==> src/rtl/adder_bist.sv <==
// adder_bist: exhaustive built-in self-test sweep for a WIDTH-bit ripple adder.
// Drives every (a, b) pair, checks sum/carryout/overflow against a golden model,
// counts mismatches and captures the first failing operand pair.
module adder_bist #(
  parameter int unsigned WIDTH  = 4,
  parameter int unsigned SETTLE = 1
) (
  input  logic                 clk,
  input  logic                 rst_n,
  input  logic                 start,
  output logic [WIDTH-1:0]     a,
  output logic [WIDTH-1:0]     b,
  input  logic [WIDTH-1:0]     sum,
  input  logic                 carryout,
  input  logic                 overflow,
  output logic                 busy,
  output logic                 done,
  output logic                 pass,
  output logic [2*WIDTH:0]     err_count,
  output logic [WIDTH-1:0]     fail_a,
  output logic [WIDTH-1:0]     fail_b
);

  localparam int unsigned IW = 2 * WIDTH;
  localparam int unsigned EW = 2 * WIDTH + 1;
  localparam int unsigned SW = WIDTH + 1;
  localparam int unsigned CW = (SETTLE < 2) ? 1 : $clog2(SETTLE + 1);

  typedef enum logic [1:0] {
    S_IDLE   = 2'd0,
    S_SETTLE = 2'd1,
    S_CHECK  = 2'd2,
    S_DONE   = 2'd3
  } state_t;

  state_t          state_q, state_d;
  logic [CW-1:0]   cnt_q, cnt_d;
  logic [WIDTH-1:0] a_d, b_d, fail_a_d, fail_b_d;
  logic            busy_d, done_d, pass_d;
  logic [EW-1:0]   err_d;

  logic [SW-1:0]    gold;
  logic [WIDTH-1:0] gold_s;
  logic             gold_c, gold_v, mism;
  logic             last_vec;

  // Golden model for the vector currently driven onto the adder; {a, b} is the sweep index.
  always_comb begin
    gold     = SW'(a) + SW'(b);
    gold_s   = gold[WIDTH-1:0];
    gold_c   = gold[WIDTH];
    gold_v   = (a[WIDTH-1] == b[WIDTH-1]) && (gold_s[WIDTH-1] != a[WIDTH-1]);
    mism     = (sum != gold_s) || (carryout != gold_c) || (overflow != gold_v);
    last_vec = ({a, b} == {IW{1'b1}});
  end

  // Next-state and next-output logic for the sweep controller.
  always_comb begin
    state_d  = state_q;
    cnt_d    = cnt_q;
    a_d      = a;
    b_d      = b;
    busy_d   = busy;
    done_d   = 1'b0;
    pass_d   = pass;
    err_d    = err_count;
    fail_a_d = fail_a;
    fail_b_d = fail_b;

    unique case (state_q)
      S_IDLE: begin
        busy_d = 1'b0;
        if (start) begin
          a_d      = '0;
          b_d      = '0;
          err_d    = '0;
          fail_a_d = '0;
          fail_b_d = '0;
          pass_d   = 1'b0;
          busy_d   = 1'b1;
          cnt_d    = CW'(SETTLE);
          state_d  = (SETTLE == 0) ? S_CHECK : S_SETTLE;
        end
      end

      S_SETTLE: begin
        cnt_d = cnt_q - CW'(1);
        if (cnt_q == CW'(1)) begin
          state_d = S_CHECK;
        end
      end

      S_CHECK: begin
        if (mism) begin
          err_d = err_count + EW'(1);
          if (err_count == '0) begin
            fail_a_d = a;
            fail_b_d = b;
          end
        end
        if (last_vec) begin
          busy_d  = 1'b0;
          done_d  = 1'b1;
          state_d = S_DONE;
        end else begin
          {a_d, b_d} = {a, b} + IW'(1);
          cnt_d      = CW'(SETTLE);
          state_d    = (SETTLE == 0) ? S_CHECK : S_SETTLE;
        end
      end

      S_DONE: begin
        pass_d  = (err_count == '0);
        state_d = S_IDLE;
      end

      default: begin
        state_d = S_IDLE;
      end
    endcase
  end

  // State and registered outputs with synchronous active-low reset.
  always_ff @(posedge clk) begin
    if (!rst_n) begin
      state_q   <= S_IDLE;
      cnt_q     <= '0;
      a         <= '0;
      b         <= '0;
      busy      <= 1'b0;
      done      <= 1'b0;
      pass      <= 1'b0;
      err_count <= '0;
      fail_a    <= '0;
      fail_b    <= '0;
    end else begin
      state_q   <= state_d;
      cnt_q     <= cnt_d;
      a         <= a_d;
      b         <= b_d;
      busy      <= busy_d;
      done      <= done_d;
      pass      <= pass_d;
      err_count <= err_d;
      fail_a    <= fail_a_d;
      fail_b    <= fail_b_d;
    end
  end

endmodule

==> config.mk <==
export PLATFORM = sky130hd
export DESIGN_NAME = adder_bist
export DESIGN_NICKNAME = d
export VERILOG_FILES = /design/src/rtl/adder_bist.sv
export SDC_FILE = /design/constraint.sdc
export NUM_CORES = 1
export LEC_CHECK = 0
export ABC_AREA = 1
export BUFFER_PORTS_ARGS = -buffer_cell sky130_fd_sc_hd__buf_2
export CORE_ASPECT_RATIO = 0.9
export CORE_MARGIN = 2
export CORE_UTILIZATION = 50
export CTS_BUF_LIST = sky130_fd_sc_hd__clkbuf_4
export DETAILED_ROUTE_END_ITERATION = 16
export PLACE_DENSITY = 0.74
export SLEW_MARGIN = 20
export SYNTH_ARGS = -nofsm -noshare
export SYNTH_HDL_FRONTEND = slang
export SYNTH_SLANG_ARGS = --single-unit
export TNS_END_PERCENT = 10
==> constraint.sdc <==
create_clock -name clk -period 5.8 [get_ports clk]
set_input_delay 0.29 -clock clk [delete_from_list [all_inputs] [get_ports clk]]
set_output_delay 0.29 -clock clk [all_outputs]
set_load 0.02 [all_outputs]
==> results by group <==
Place
  • Final GP Congestion: 0.938
  • I/O Buffers: 36
  • Placed cell areas: 0.00199 mm²
  • Dpl hpwl: 2780 µm

Logic synthesis
  • Mapped cell area: 0.00179 mm²
  • Seq/Total Area, Yosys: 0.347
  • Synthesized flop and latch total: 31
  • Mapped Nets: 281
  • Ys Warns: 0
  • Mean post-synth cell area: 6.78 µm²
  • Mapped Cells: 264
  • Distinct cell type count after synthesis: 29
  • Top area cells in the synthesized netlist: dfxtp_1 35%, nand2_1 12%, nor2_1 9.2%, inv_1 7.6%, nand3_1 5.6%
  • Area leader, netlist: dfxtp_1
  • Async set-reset flop share out of synthesis: 0
  • Main synth FF type: dfxtp_1
  • Yosys top cell area share: 0.347
  • Post-synth EDFFs: 0

Floorplanning
  • Die Span Y: 60.8 µm
  • # rows: 20
  • I/O pin count: 37
  • DIE AREA: 0.00407 mm²
  • Die X: 67.1 µm
  • Core area: 0.00340 mm²
  • Initial core utilization: 0.526

Timing
  • Final setup viols: 0
  • RSZ-0062 raised after global routing: no
  • Count of final max-slew check failures: 0
  • Fmax: 0.446 GHz
  • Worst Skew: 0.0114 ns
  • Tmin final: 2.24 ns
  • Final hold violation count: 0
  • Setup TNS Final: 0 ns
  • Rel. slew slack: 0.588
  • Slew at the pin closest to its max-slew limit: 0.617 ns
  • Period utilization: 0.387

Critical path
  • CP Capture Point: err_count[3]
  • Worst R2R Start: b[0]
  • Crit path required time: 6.06 ns
  • Setup crit start kind: flop
  • Critical Path End Type: flop
  • Worst R2R Path Depth: 12
  • R2r setup slk: 3.56 ns
  • Critical-path maximum fanout: 10
  • Setup crit start: b[0]
  • WS Path Type: flop to flop
  • CP Data Arrival Time: 2.51 ns
  • Worst r2r dst: err_count[3]

CTS
  • Clock sinks: 31
  • CTS Buf Count: 5
  • Hold-fix buffers at CTS: 0
  • Reg clk slew, reported paths: 0.10 ns
  • Post-CTS resize count: 0
  • Clk buf depth: 2
  • TritonCTS clock tree: built
  • H-Tree Depth: 2
  • # Post-CTS Setup Buffers: 0
  • Clock Latency Late Sink: 0.33 ns
  • Root Buffer: clkbuf_4

Drt
  • Pre-Repair DR Iteration Count: 4
  • Antenna viol nets, final: 0
  • DRT iter0 DRCs: 107
  • # DRC: 0
  • Routed wire length: 3720 µm
  • Vias after detailed routing: 1,671
  • Routed wire per std cell: 10.7 µm
  • DR vias/cell: 4.82

Global route
  • Total grt overflow: 0
  • Overall routing resource usage: 0.195
  • Largest net degree at the start of global routing: 17
  • Vias in the first global route: 1,337
  • Initial antenna violation count: 0
  • First-pass GRT wire length: 5970 µm

Pwr
  • PwrDens: 268 mW/mm²
  • Max IR drop VDD: 0.196 mV
  • Leak pwr: 0.983 nW

Layout
  • Commonest non-fill, non-tap cell in the layout: nand2_1
  • Most frequent cells in the layout: 58 x nand2_1, 44 x nor2_1, 36 x inv_1, 36 x buf_2, 31 x dfxtp_1
  • Post-route cell area: 0.00210 mm²
  • # fillers: 348
  • Ratio of cells with drive above 1 in the final layout: 0.191
  • # nets final: 319
  • # diodes: 0
  • Synth-to-layout area growth: 17.3%

Job
  • Max-Cap Viols: 0

Worst hold path
  • Worst min path class: input port to flop

Run status
  • Outcome: finished clean
layer usage:
layer | track usage | vias to the layer above | part of all wire
met5 | 0 | - | 0
met4 | 0.0525 | 0 | 0.0078
met3 | 0.0631 | 5 | 0.062
met2 | 0.287 | 43 | 0.42
met1 | 0.275 | 711 | 0.51
li1 | - | 912 | -
cell families after synthesis:
family                   count (synthesis)  share of synthesized area
AO/OA/AOI/OAI                           30                     0.0979
XOR/XNOR                                 8                     0.0392
buffers and inverters                   44                     0.0986
adder cells (fa/ha/maj)                  8                     0.0601
flip-flops                              31                      0.347
AND/OR/NAND/NOR                        143                      0.357
report_power, final:
part	switching [W]	total (W)	internal (W)
clock	0.0000753	0.000214	0.000139
sequential	0.0000122	0.000240	0.000227
combinational	0.0000741	0.000109	0.0000347
total	0.000162	0.000563	0.000401
flip-flops by register name (all words and copies together), names as in the netlist:
| register | cells |
|---|---|
| cnt_q | 1 |
| fail_a | 4 |
| a | 4 |
| busy | 1 |
| fail_b | 4 |
| pass | 1 |
| err_count | 9 |
| b | 4 |
| done | 1 |
| state_q | 2 |
worst min path at each step:
stage	cells past startpoint	slack (ns)	endpoint	start
6_report	3	0.26	fail_a[2]	rst_n
5_1_grt	3	0.25	fail_b[3]	rst_n
4_1_cts	3	0.25	fail_a[0]	rst_n
3_5_place_dp	2	0.48	busy	busy
3_3_place_gp	2	0.48	busy	busy
2_1_floorplan	1	0.45	cnt_q	cnt_q
worst max-delay path: stages (launching register included):
cell     delay [ns]
dfxtp_1        0.37
ha_1           0.23
fa_1           0.51
inv_1          0.04
nand2_1        0.05
nand3_1        0.07
nor2_1         0.09
nand3_1        0.09
nor2_2         0.14
nand3_4        0.17
nand2_2        0.21
nand2_1        0.09
a21oi_1        0.14
cell usage after synthesis, types with 2 or more instances:
cell / number
a211oi_1: 3
a21oi_1: 19
clkbuf_1: 3
dfxtp_1: 31
ha_1: 7
inv_1: 36
inv_2: 3
nand2_1: 58
nand2_2: 3
nand3_1: 20
nand3_4: 2
nand4_1: 2
nor2_1: 44
nor2_2: 4
nor3_1: 6
o21a_1: 2
o21ai_0: 2
xor2_1: 8
layout make-up:
| cell class | count | area (µm²) | share of cell area |
|---|---|---|---|
| multi-input cells | 189 | 992 | 0.473 |
| clock inverters | 2 | 60.1 | 0.0286 |
| clock buffers | 6 | 45.0 | 0.0215 |
| well taps | 44 | 55.1 | 0.0262 |
| repair buffers | 36 | 180 | 0.0858 |
| inverters | 39 | 146 | 0.0697 |
| flip-flops and latches | 31 | 621 | 0.296 |
stage by stage:
stage / util / worst slack [ns] / power [W] / hold slack [ns] / instances
after floorplan: - / 3.63 / 0.000328 / 0.454 / 264
after global placement: 0.586 / 3.64 / 0.000352 / 0.476 / 339
after detailed placement: 0.586 / 3.58 / 0.000354 / 0.476 / 339
after CTS: 0.617 / 3.53 / 0.000567 / 0.253 / 347
after global routing: 0.617 / 3.35 / 0.000592 / 0.253 / 347
final: 0.617 / 3.56 / 0.000563 / 0.261 / 347
(Power assumes the default switching activity.)
